File: src/rtl/ovsf_spreader_mc.sv
// Multi-channel OVSF spreader: each channel XORs a length-2^L OVSF code onto 1-bit
// symbols, one chip per chip_en strobe, with SF/K changes applied only on symbol boundaries.
module ovsf_spreader_mc #(
  parameter int NUM_CH = 4,
  parameter int MAX_L  = 9,
  parameter int LW     = 4
) (
  input  logic                      clk,
  input  logic                      reset,
  input  logic                      chip_en,
  input  logic                      cfg_valid,
  output logic                      cfg_ready,
  input  logic [$clog2(NUM_CH)-1:0] cfg_ch,
  input  logic [LW-1:0]             cfg_l,
  input  logic [MAX_L-1:0]          cfg_k,
  output logic                      cfg_err,
  input  logic [NUM_CH-1:0]         sym_valid,
  input  logic [NUM_CH-1:0]         sym_data,
  output logic [NUM_CH-1:0]         sym_ready,
  output logic [NUM_CH-1:0]         chip_out,
  output logic [NUM_CH-1:0]         chip_vld,
  output logic [NUM_CH-1:0]         underrun
);

  logic [NUM_CH-1:0][LW-1:0]    cur_l_q,  cur_l_d;
  logic [NUM_CH-1:0][MAX_L-1:0] cur_k_q,  cur_k_d;
  logic [NUM_CH-1:0][LW-1:0]    pend_l_q, pend_l_d;
  logic [NUM_CH-1:0][MAX_L-1:0] pend_k_q, pend_k_d;
  logic [NUM_CH-1:0][MAX_L-1:0] cnt_q,    cnt_d;
  logic [NUM_CH-1:0]            pend_q,     pend_d;
  logic [NUM_CH-1:0]            active_q,   active_d;
  logic [NUM_CH-1:0]            cur_sym_q,  cur_sym_d;
  logic [NUM_CH-1:0]            nxt_q,      nxt_d;
  logic [NUM_CH-1:0]            nxt_full_q, nxt_full_d;
  logic [NUM_CH-1:0]            chip_out_q, chip_out_d;
  logic [NUM_CH-1:0]            chip_vld_q, chip_vld_d;
  logic [NUM_CH-1:0]            underrun_q, underrun_d;
  logic                         cfg_err_q,  cfg_err_d;

  logic cfg_accept;
  logic cfg_legal;

  // Bit-reversing all MAX_L bits and shifting right by (MAX_L-L) leaves exactly
  // rev_L(k[L-1:0]) in the low L bits with zeros above, so no variable indexing.
  function automatic logic code_chip(input logic [LW-1:0]    l,
                                     input logic [MAX_L-1:0] k,
                                     input logic [MAX_L-1:0] n);
    logic [MAX_L-1:0] rev;
    for (int unsigned i = 0; i < MAX_L; i++) rev[i] = k[MAX_L-1-i];
    rev = rev >> (LW'(MAX_L) - l);
    return ^(rev & n);
  endfunction

  assign cfg_ready  = ~pend_q[cfg_ch];
  assign cfg_accept = cfg_valid & cfg_ready;
  assign cfg_legal  = (cfg_l >= LW'(2)) && (cfg_l <= LW'(MAX_L));

  always_comb begin
    cur_l_d    = cur_l_q;
    cur_k_d    = cur_k_q;
    pend_l_d   = pend_l_q;
    pend_k_d   = pend_k_q;
    pend_d     = pend_q;
    cnt_d      = cnt_q;
    active_d   = active_q;
    cur_sym_d  = cur_sym_q;
    nxt_d      = nxt_q;
    nxt_full_d = nxt_full_q;
    chip_out_d = chip_out_q;
    chip_vld_d = '0;
    underrun_d = '0;
    cfg_err_d  = cfg_accept & ~cfg_legal;

    for (int unsigned c = 0; c < NUM_CH; c++) begin
      logic apply;
      apply = 1'b0;
      if (chip_en) begin
        if (active_q[c]) begin
          chip_out_d[c] = cur_sym_q[c] ^ code_chip(cur_l_q[c], cur_k_q[c], cnt_q[c]);
          chip_vld_d[c] = 1'b1;
          if (cnt_q[c] == ~({MAX_L{1'b1}} << cur_l_q[c])) begin
            cnt_d[c] = '0;
            apply    = 1'b1;
            if (nxt_full_q[c]) begin
              cur_sym_d[c]  = nxt_q[c];
              nxt_full_d[c] = 1'b0;
            end else begin
              active_d[c]   = 1'b0;
              underrun_d[c] = 1'b1;
            end
          end else begin
            cnt_d[c] = cnt_q[c] + 1'b1;
          end
        end else if (nxt_full_q[c]) begin
          // Chip 0 of every OVSF code is +, so the emitted chip is the symbol itself.
          apply         = 1'b1;
          cur_sym_d[c]  = nxt_q[c];
          nxt_full_d[c] = 1'b0;
          active_d[c]   = 1'b1;
          chip_out_d[c] = nxt_q[c];
          chip_vld_d[c] = 1'b1;
          cnt_d[c]      = MAX_L'(1);
        end
      end

      if (apply && pend_q[c]) begin
        cur_l_d[c] = pend_l_q[c];
        cur_k_d[c] = pend_k_q[c];
        pend_d[c]  = 1'b0;
      end

      // Accepted only while pend is clear, so this never collides with the apply above.
      if (cfg_accept && cfg_legal && (cfg_ch == $clog2(NUM_CH)'(c))) begin
        pend_l_d[c] = cfg_l;
        pend_k_d[c] = cfg_k;
        pend_d[c]   = 1'b1;
      end

      if (sym_valid[c] && !nxt_full_q[c]) begin
        nxt_d[c]      = sym_data[c];
        nxt_full_d[c] = 1'b1;
      end
    end
  end

  always_ff @(posedge clk or posedge reset) begin
    if (reset) begin
      for (int unsigned c = 0; c < NUM_CH; c++) cur_l_q[c] <= LW'(2);
      cur_k_q    <= '0;
      pend_l_q   <= '0;
      pend_k_q   <= '0;
      pend_q     <= '0;
      cnt_q      <= '0;
      active_q   <= '0;
      cur_sym_q  <= '0;
      nxt_q      <= '0;
      nxt_full_q <= '0;
      chip_out_q <= '0;
      chip_vld_q <= '0;
      underrun_q <= '0;
      cfg_err_q  <= 1'b0;
    end else begin
      cur_l_q    <= cur_l_d;
      cur_k_q    <= cur_k_d;
      pend_l_q   <= pend_l_d;
      pend_k_q   <= pend_k_d;
      pend_q     <= pend_d;
      cnt_q      <= cnt_d;
      active_q   <= active_d;
      cur_sym_q  <= cur_sym_d;
      nxt_q      <= nxt_d;
      nxt_full_q <= nxt_full_d;
      chip_out_q <= chip_out_d;
      chip_vld_q <= chip_vld_d;
      underrun_q <= underrun_d;
      cfg_err_q  <= cfg_err_d;
    end
  end

  assign sym_ready = ~nxt_full_q;
  assign chip_out  = chip_out_q;
  assign chip_vld  = chip_vld_q;
  assign underrun  = underrun_q;
  assign cfg_err   = cfg_err_q;

endmodule
File: config.mk
export PLATFORM = sky130hd
export DESIGN_NAME = ovsf_spreader_mc
export DESIGN_NICKNAME = d
export VERILOG_FILES = /design/src/rtl/ovsf_spreader_mc.sv
export SDC_FILE = /design/constraint.sdc
export NUM_CORES = 1
export LEC_CHECK = 0
export CAP_MARGIN = 40
export CORE_ASPECT_RATIO = 0.6
export CORE_MARGIN = 4
export CORE_UTILIZATION = 50
export DETAILED_ROUTE_END_ITERATION = 8
export PLACE_DENSITY = 0.75
export SYNTH_ARGS = -nofsm -noshare
export SYNTH_HDL_FRONTEND = slang
export SYNTH_SLANG_ARGS = --single-unit
File: constraint.sdc
create_clock -name clk -period 8 [get_ports clk]
set_input_delay 1.6 -clock clk [delete_from_list [all_inputs] [get_ports clk]]
set_output_delay 1.6 -clock clk [all_outputs]
set_load 0.05 [all_outputs]
==> results of run 1 <==
[synth_stat cells, types with 5 or more instances]
library cell	count	share of area
sky130_fd_sc_hd__a211oi_1	6	0.0046
sky130_fd_sc_hd__ha_1	16	0.020
sky130_fd_sc_hd__buf_2	18	0.0092
sky130_fd_sc_hd__and3_1	6	0.0038
sky130_fd_sc_hd__nand2_1	71	0.027
sky130_fd_sc_hd__mux2_1	32	0.037
sky130_fd_sc_hd__mux2_2	68	0.078
sky130_fd_sc_hd__o21ai_1	7	0.0036
sky130_fd_sc_hd__a21oi_1	28	0.014
sky130_fd_sc_hd__mux2i_1	18	0.018
sky130_fd_sc_hd__mux4_2	16	0.037
sky130_fd_sc_hd__nor2_1	55	0.021
sky130_fd_sc_hd__o21a_1	5	0.0038
sky130_fd_sc_hd__nand3_1	26	0.013
sky130_fd_sc_hd__nor3_1	13	0.0066
sky130_fd_sc_hd__nor4_1	6	0.0038
sky130_fd_sc_hd__xor2_1	25	0.022
sky130_fd_sc_hd__inv_1	33	0.013
sky130_fd_sc_hd__mux2_4	21	0.032
sky130_fd_sc_hd__dfrtp_1	169	0.43
sky130_fd_sc_hd__xnor2_1	28	0.025
sky130_fd_sc_hd__o21ai_0	28	0.014
sky130_fd_sc_hd__nand2b_1	7	0.0045
sky130_fd_sc_hd__a21boi_0	6	0.0046
sky130_fd_sc_hd__clkbuf_1	23	0.0088
sky130_fd_sc_hd__buf_6	7	0.0080
sky130_fd_sc_hd__nand4_1	18	0.011
[critical path: stages]
cell and delay (ns):
sky130_fd_sc_hd__clkdlybuf4s50_1 0.59, sky130_fd_sc_hd__mux4_2 0.56, sky130_fd_sc_hd__inv_1 0.07, sky130_fd_sc_hd__clkdlybuf4s50_1 0.80
[per-stage QoR]
stage,std cells,utilization,hold WS (ns)
3_5_place_dp,1138,0.540,0.475
5_1_grt,1170,0.570,0.511
6_report,1170,0.570,0.494
3_3_place_gp,1135,0.538,0.465
4_1_cts,1170,0.570,0.492
2_1_floorplan,878,-,0.452
[how the worst max path moves through the flow]
stage               startpoint                 endpoint  slack (ns)  cells after the start
floorplan                reset  active_q[0]$_DFFE_PP0P_        1.72                      1
global placement     cfg_ch[0]                cfg_ready        2.84                      4
CTS                  cfg_ch[0]                cfg_ready        2.77                      4
global route         cfg_ch[0]                cfg_ready        2.72                      4
finish               cfg_ch[0]                cfg_ready        2.78                      4
detailed placement   cfg_ch[0]                cfg_ready        2.82                      4
[routing by layer]
| metal | up-vias | global-route usage | share of wire |
|---|---|---|---|
| li1 | 3191 | - | - |
| met3 | 16 | 0.0430 | 0.051 |
| met4 | 0 | 0.0471 | 0.0093 |
| met2 | 173 | 0.286 | 0.42 |
| met1 | 3394 | 0.315 | 0.52 |
| met5 | - | 0 | 0 |
[sequential cells by signal, indices dropped and copies added (netlist names), 16 cells and up]
signal	cells
cnt_q	36
cur_k_q	36
pend_k_q	36
cur_l_q	16
pend_l_q	16
[where the power goes]
| part | internal [mW] | switching, mW |
|---|---|---|
| Clock | 0.411 | 0.390 |
| Sequential | 1.22 | 0.468 |
| Combinational | 0.861 | 0.758 |
[area by class of cell]
| type | count | area [sq um] |
|---|---|---|
| fillers | 1587 | 8260 |
| flip-flops and latches | 173 | 4330 |
| inverters | 37 | 144 |
| clock inverters | 13 | 125 |
| clock buffers | 19 | 433 |
| multi-input cells | 613 | 5050 |
| well taps | 266 | 333 |
| repair buffers | 49 | 505 |
[cell usage in the layout (no fill, tap or decap), types with 21 or more instances in the layout]
master / Yosys / layout
sky130_fd_sc_hd__mux2_4: 21 / 21
sky130_fd_sc_hd__nand2_1: 71 / 71
sky130_fd_sc_hd__nand3_1: 26 / 26
sky130_fd_sc_hd__o21ai_0: 28 / 28
sky130_fd_sc_hd__inv_1: 33 / 32
sky130_fd_sc_hd__dfrtp_1: 169 / 169
sky130_fd_sc_hd__a21oi_1: 28 / 28
sky130_fd_sc_hd__xnor2_1: 28 / 28
sky130_fd_sc_hd__mux2_2: 68 / 68
sky130_fd_sc_hd__clkdlybuf4s50_1: 0 / 44
sky130_fd_sc_hd__mux2_1: 32 / 32
sky130_fd_sc_hd__nor2_1: 55 / 55
sky130_fd_sc_hd__xor2_1: 25 / 25
[kinds of logic after synthesis]
group / after synthesis / synth area share
AOI/OAI and AO/OA: 145 / 0.109
xor gates and xnor gates: 58 / 0.0588
adders and majority gates: 17 / 0.0215
buffers and inverters: 92 / 0.0453
DFF: 173 / 0.441
muxes: 155 / 0.202
and+or+nand+nor: 238 / 0.122
==> results.cfg, run 1 <==
[pwr]
ir_drop_mv = 0.191
pwr_density_cell_nw_per_um2 = 376
post-layout-total-power_mw = 4.11
total_leakage_power_nw = 4.65

[timing]
final.setup.tns_ns = 0
period_minus_slack_ns = 5.22
rsz0062_at_grt = no
timing.fmax_mhz = 192
hold_violations = 0
fin_skew_ns = 0.00830
final-max-slew-violation-count = 0
timing.slew.headroom = 0.446
setup_viol = 0
tightestPinTransition_ns = 0.831
worst_slack_ns = 2.78
fin_crit_sh = 0.652

[finish]
diode_insertion_count_for_antenna_repair = 0
drive_gt1_frac = 0.195
design_area_sq_um = 10900
layout.nets = 934
area.growth.synth_to_final_pct = 11.1

[clock_network]
cts.repair.resized = 0
cts_post_setup_buffers_inserted = 0
ctsLongestPathBuffers = 2
cts-htree-levels = 4
hold_buffers = 0
later_pin_clock_latency_in_the_skew_report_ns = 0.44
clock_pin_transition_on_the_worst_setup_and_hold_timing_paths_ns = 0.07
cts.sink_count = 173
clk_root_buffer_cell = sky130_fd_sc_hd__clkbuf_16
cts-buffers-inserted = 17
tritoncts_clock_tree = done

[run]
max_cap_viols = 0

[floorplan]
floorplan.initialDensity = 0.512
die_area_sq_um = 22000
core_area_sq_um = 19200
fp.dieH_microns = 117
io_pins = 45
std_cell_rows = 39
floorplan.die.width_microns = 189

[setup_path]
crit_path_start_kind = primary input
class_of_the_most_critical_setup_path = in -> out
worst_reg_to_reg_path_cell_count = 10
worst_ep_required_time_ns = 6.40
cp_max_fo = 5
r2r_start = cur_l_q[13]$_DFFE_PP1P_
worst_r2r_setup_slack_ns = 4.55
endpoint_of_the_most_critical_register_to_register_path = cur_k_q[33]$_DFFE_PP0P_
critPathArrivalTime_ns = 3.62
cp-end-kind = output port

[global_routing]
antenna_found_initial = 1
grt_max_degree = 93
first_pass_grt_wire_length_microns = 35300
grt.overflow.total = 0
grt_pass1_vias = 6514
grt_util_all_layers = 0.201

[synth]
postSynth.asyncResetShare = 1.00
yosysWarnings = 0
synth_cell_types = 89
synth_seq_cells = 173
synth_edf_count = 0
synthesis.area_sq_um = 9830
ys_seq_area_frac = 0.441
synth.net_count = 921
synth_top_flop_cell = sky130_fd_sc_hd__dfrtp_1
postSynthCellCount = 878
postSynthAreaPerCell_sq_um = 11.2

[routing]
via_count = 6774
drtAntennaViolNets = 0
drtPass1Iterations = 5
routedWlPerCell_microns = 18.1
viasPerCell = 5.79
detail_route.drc_violations = 0
drt_wl_total_microns = 21100
drt_iter0_drc = 537

[worst_hold_path]
hold_path_depth = 1
hold_start = pend_k_q[35]$_DFFE_PP0P_
worstHoldEndpoint = cur_k_q[35]$_DFFE_PP0P_
worst_hold_path_type = reg -> reg

[status]
outcome = finished clean

[place]
post-dp-hpwl_microns = 14700
finalWeightedCongestion = 0.873
buffer_ports.inserted = 44
dpl_worst_slack_ns = 2.82
post_dp_cell_area_sq_um = 10400
Power figures use the tool's default switching activity.
==> run 2: changes to the inputs <==
==> constraint.sdc (replaced) <==
create_clock -name clk -period 4.81 [get_ports clk]
set_input_delay 0.962 -clock clk [delete_from_list [all_inputs] [get_ports clk]]
set_output_delay 0.962 -clock clk [all_outputs]
set_load 0.05 [all_outputs]
==> run 2 against run 1 <==
Sequential power up 65%. Highest routed layer unchanged. Core utilization up 0.052 points. Critical path depth unchanged. Largest power group unchanged. Largest cell class unchanged. First-iteration DRC count down 2.4%.
==> results.cfg, run 2 (synthesized netlist as in run 1, its figures left out) <==
[status]
outcome = finished clean

[finish]
final_core_util = 0.570
layout_common_cells = 169 x sky130_fd_sc_hd__dfrtp_1, 71 x sky130_fd_sc_hd__nand2_1, 68 x sky130_fd_sc_hd__mux2_2, 55 x sky130_fd_sc_hd__nor2_1, 44 x sky130_fd_sc_hd__clkdlybuf4s50_1
layout_top_registers = cnt_q x36, cur_k_q x36, pend_k_q x36
layout.nets = 935
drive_gt1_frac = 0.198
area.growth.synth_to_final_pct = 11.2
fill_cells = 1626
layout.cells.most_common = sky130_fd_sc_hd__dfrtp_1

[floorplan]
core_area_sq_um = 19200
std_cell_rows = 39
floorplan.initialDensity = 0.512
io_pins = 45
fp.dieH_microns = 117
die_area_sq_um = 22000
floorplan.die.width_microns = 189

[pwr]
internal_power_of_the_cells_mw = 4.15
ir_drop_mv = 0.336
seq_power_share = 0.407
comb_power_share = 0.395
clockPowerShare = 0.198
power.switching_fraction = 0.394
pwr_density_cell_nw_per_um2 = 626
total_leakage_power_nw = 4.67
power_switching_mw = 2.70

[setup_path]
worst_reg_to_reg_path_cell_count = 10
timing.critical_path.from = cfg_ch[0]
crit_path_start_kind = primary input
cp_max_fo = 5
worst_r2r_setup_slack_ns = 1.37
cp-end-kind = output port
endpoint_of_the_most_critical_register_to_register_path = cur_k_q[34]$_DFFE_PP0P_
worst_ep_required_time_ns = 3.85
critPathArrivalTime_ns = 2.94
class_of_the_most_critical_setup_path = in -> out
r2r_start = cur_l_q[13]$_DFFE_PP1P_
worst_setup_path_endpoint = cfg_ready

[clock_network]
later_pin_clock_latency_in_the_skew_report_ns = 0.44
cts.repair.resized = 0
cts_post_setup_buffers_inserted = 0
cts.sink_count = 173
tritoncts_clock_tree = done
hold_buffers = 0
clock_pin_transition_on_the_worst_setup_and_hold_timing_paths_ns = 0.08
cts-htree-levels = 4
clk_root_buffer_cell = sky130_fd_sc_hd__clkbuf_16
cts-buffers-inserted = 17
ctsLongestPathBuffers = 2

[global_routing]
antenna_found_initial = 2
grt_util_all_layers = 0.200
grt.overflow.total = 0
first_pass_grt_wire_length_microns = 34900
grt_max_degree = 109
grt_pass1_vias = 6411

[timing]
fin_skew_ns = 0.00997
timing.fmax_mhz = 256
tightestPinTransition_ns = 0.846
final-max-slew-violation-count = 0
rsz0062_at_grt = no
setup_viol = 0
final.setup.tns_ns = 0
fin_crit_sh = 0.811
period_minus_slack_ns = 3.90
hold_violations = 0
timing.slew.headroom = 0.436

[routing]
routedWlPerCell_microns = 17.9
drtAntennaViolNets = 0
viasPerCell = 5.78
drtPass1Iterations = 5
drt_wl_total_microns = 20900
detail_route.drc_violations = 0
via_count = 6780
drt_iter0_drc = 524

[place]
buffer_ports.inserted = 44
finalWeightedCongestion = 0.887
post-dp-hpwl_microns = 14900

[worst_hold_path]
worst_hold_path_type = reg -> reg

[run]
max_cap_viols = 0
## run 2: per-stage QoR
step	hold slack, ns	cell area [sq um]	setup WS [ns]	power [mW]	instances
after floorplan	0.452	9830	1.64	4.90	878
after global placement	0.463	10400	0.916	5.37	1139
after detailed placement	0.469	10400	0.903	5.48	1139
after CTS	0.491	10900	0.902	6.87	1171
after global routing	0.509	10900	0.858	7.32	1171
final	0.487	10900	0.908	6.84	1172
## run 2: worst min-delay path by stage
stage	startpoint	endpoint	slack (ns)	cells past startpoint
floorplan	pend_k_q[8]$_DFFE_PP0P_	pend_k_q[8]$_DFFE_PP0P_	0.45	1
global placement	pend_l_q[11]$_DFFE_PP0P_	cur_l_q[11]$_DFFE_PP0P_	0.46	1
detailed placement	pend_l_q[6]$_DFFE_PP0P_	cur_l_q[6]$_DFFE_PP0P_	0.47	1
CTS	pend_k_q[4]$_DFFE_PP0P_	pend_k_q[4]$_DFFE_PP0P_	0.49	1
global route	pend_k_q[31]$_DFFE_PP0P_	cur_k_q[31]$_DFFE_PP0P_	0.51	1
finish	pend_l_q[14]$_DFFE_PP0P_	cur_l_q[14]$_DFFE_PP0P_	0.49	1
## run 2: layer usage
layer  track usage  routed length (microns)
met1         0.314                    11000
met3        0.0427                     1080
met2         0.278                     8630
met5             0                        0
met4        0.0529                      238
## run 2: critical path: stages
cell,delay (ns)
sky130_fd_sc_hd__clkdlybuf4s50_1,0.57
sky130_fd_sc_hd__mux4_2,0.54
sky130_fd_sc_hd__inv_1,0.07
sky130_fd_sc_hd__clkdlybuf4s50_1,0.79
## run 2: power by group through the flow
stage / logic, mW / clock network [mW] / registers, mW
2_1_floorplan: 2.48 / 0 / 2.42
3_3_place_gp: 2.60 / 0 / 2.77
3_5_place_dp: 2.68 / 0 / 2.80
4_1_cts: 2.71 / 1.38 / 2.78
5_1_grt: 2.97 / 1.45 / 2.90
6_report: 2.70 / 1.35 / 2.79
## run 2: cell type report
cell class,count,area (sq um),area share
inverter,37,143,0.0130
sequential,173,4330,0.396
clock inverter,15,149,0.0136
antenna,1,2.50,0.000229
timing repair buffer,50,498,0.0456
clock buffer,17,425,0.0389
multi-input combinational,613,5050,0.462
tap,266,333,0.0304
==> run 3: changes to the inputs <==
==> constraint.sdc (replaced) <==
create_clock -name clk -period 3.9 [get_ports clk]
set_input_delay 0.78 -clock clk [delete_from_list [all_inputs] [get_ports clk]]
set_output_delay 0.78 -clock clk [all_outputs]
set_load 0.05 [all_outputs]
==> run 3 against run 2 <==
First-iteration DRC count rose by 11%. Wire length rose by 2.9%. Via count rose by 0.52%. Core utilization rose by 0.25 points. Register-to-register slack got worse by 0.76 ns. Clock skew barely moved. Clock power rose by 24%. Combinational power rose by 27%. Worst setup slack got worse by 0.30 ns. Critical path type is now reg -> reg. Largest cell class unchanged. Largest power group unchanged.
==> results.cfg, run 3 (synthesized netlist as in run 1, its figures left out) <==
[status]
outcome = finished clean

[routing]
via_count = 6815
detail_route.drc_violations = 0
drtAntennaViolNets = 0
routedWlPerCell_microns = 18.3
drtPass1Iterations = 7
viasPerCell = 5.79
drt_wl_total_microns = 21500
drt_iter0_drc = 584

[setup_path]
crit_path_start_kind = flip-flop
cp_max_fo = 19
worst_ep_required_time_ns = 4.20
cp-end-kind = flip-flop
critPathArrivalTime_ns = 3.60
class_of_the_most_critical_setup_path = reg -> reg

[global_routing]
antenna_found_initial = 0
grt_pass1_vias = 6451
grt_util_all_layers = 0.202
grt_max_degree = 104
first_pass_grt_wire_length_microns = 35600
grt.overflow.total = 0

[clock_network]
cts-htree-levels = 4
cts-buffers-inserted = 17
tritoncts_clock_tree = done
later_pin_clock_latency_in_the_skew_report_ns = 0.42
cts.repair.resized = 0
clk_root_buffer_cell = sky130_fd_sc_hd__clkbuf_16
clock_pin_transition_on_the_worst_setup_and_hold_timing_paths_ns = 0.07
ctsLongestPathBuffers = 2
cts.sink_count = 173
cts_post_setup_buffers_inserted = 0
hold_buffers = 0

[place]
place_inst = 1147
buffer_ports.inserted = 44
finalWeightedCongestion = 0.903
post-dp-hpwl_microns = 15000

[finish]
layout_top_registers = cnt_q x36, cur_k_q x36, pend_k_q x36
layout.cells.most_common = sky130_fd_sc_hd__dfrtp_1
layout.nets = 943
finish.cell_count_without_fillers = 1178
area.growth.synth_to_final_pct = 11.7
drive_gt1_frac = 0.202
layout_common_cells = 169 x sky130_fd_sc_hd__dfrtp_1, 71 x sky130_fd_sc_hd__nand2_1, 68 x sky130_fd_sc_hd__mux2_2, 55 x sky130_fd_sc_hd__nor2_1, 43 x sky130_fd_sc_hd__clkdlybuf4s50_1

[timing]
fin_crit_sh = 0.845
final-max-slew-violation-count = 0
timing.fmax_mhz = 304
fin_skew_ns = 0.00988
setup_viol = 0
period_minus_slack_ns = 3.29
tightestPinTransition_ns = 0.779
hold_violations = 0
timing.slew.headroom = 0.475
final.setup.tns_ns = 0
rsz0062_at_grt = no

[floorplan]
die_area_sq_um = 22000
io_pins = 45
std_cell_rows = 39
floorplan.die.width_microns = 189
fp.dieH_microns = 117
core_area_sq_um = 19200
floorplan.initialDensity = 0.512

[pwr]
pwr_density_cell_nw_per_um2 = 776
total_leakage_power_nw = 4.69
ir_drop_mv = 0.441

[worst_hold_path]
worst_hold_path_type = reg -> reg

[run]
max_cap_viols = 0
## run 3: cell count changes in the layout (fill, tap and decap cells not counted), sizes merged
cell           previous run  this run
clkinvlp                  2         5
bufinv                    0         2
clkbuf                   17        20
inv                      45        37
clkinv                    5         3
clkdlybuf4s50            44        43
buf                       6        15
## run 3: where the power goes
| part | leakage, nW | total [mW] | switching, mW | internal [mW] |
|---|---|---|---|---|
| Sequential | 2.15 | 3.44 | 0.937 | 2.50 |
| Clock | 0.264 | 1.67 | 0.712 | 0.955 |
| Combinational | 2.28 | 3.42 | 1.63 | 1.78 |
## run 3: path summary, 6_finish.rpt
kind | to | from | slack (ns) | cells after the start
min in group asynchronous | pend_k_q[9]$_DFFE_PP0P_ | reset | 0.78 | 2
max reg2reg | cur_k_q[1]$_DFFE_PP0P_ | cur_l_q[1]$_DFFE_PP1P_ | 0.61 | 10
max in group asynchronous | pend_k_q[26]$_DFFE_PP0P_ | reset | 2.18 | 3
min | cur_k_q[18]$_DFFE_PP0P_ | pend_k_q[18]$_DFFE_PP0P_ | 0.48 | 1
min reg2reg | cur_k_q[18]$_DFFE_PP0P_ | pend_k_q[18]$_DFFE_PP0P_ | 0.48 | 1
max | cur_k_q[1]$_DFFE_PP0P_ | cur_l_q[1]$_DFFE_PP1P_ | 0.61 | 10
## run 3: area by class of cell
class                   count  area [sq um]
repair buffers             58           556
multi-input cells         613          5050
diodes                      1          2.50
clock inverters            10           118
flip-flops and latches    173          4330
well taps                 266           333
clock buffers              20           447
inverters                  37           143
fillers                  1590          8200
## run 3: through the flow
| stage | worst slack [ns] | hold slack [ns] | util | area [sq um] | power [mW] |
|---|---|---|---|---|---|
| floorplan | 0.804 | 0.452 | - | 9830 | 6.04 |
| global placement | 0.679 | 0.468 | 0.543 | 10400 | 6.69 |
| detailed placement | 0.634 | 0.466 | 0.543 | 10400 | 6.79 |
| CTS | 0.633 | 0.480 | 0.572 | 11000 | 8.52 |
| global route | 0.427 | 0.501 | 0.572 | 11000 | 9.08 |
| finish | 0.606 | 0.482 | 0.573 | 11000 | 8.52 |
## run 3: worst max-delay path: stages, from the launching register on
cell	delay, ns
sky130_fd_sc_hd__dfstp_2	0.80
sky130_fd_sc_hd__inv_1	0.16
sky130_fd_sc_hd__ha_1	0.23
sky130_fd_sc_hd__ha_1	0.19
sky130_fd_sc_hd__xnor2_1	0.13
sky130_fd_sc_hd__a211oi_1	0.24
sky130_fd_sc_hd__o311a_1	0.23
sky130_fd_sc_hd__o221ai_2	0.18
sky130_fd_sc_hd__a21oi_4	0.35
sky130_fd_sc_hd__and2_4	0.32
sky130_fd_sc_hd__mux2_1	0.35
## run 3: routing by layer
layer / wire length (microns) / global-route usage / up-vias
met5: 0 / 0 / -
li1: - / - / 3203
met3: 1070 / 0.0406 / 13
met1: 11500 / 0.328 / 3434
met4: 231 / 0.0442 / 0
met2: 8730 / 0.277 / 165
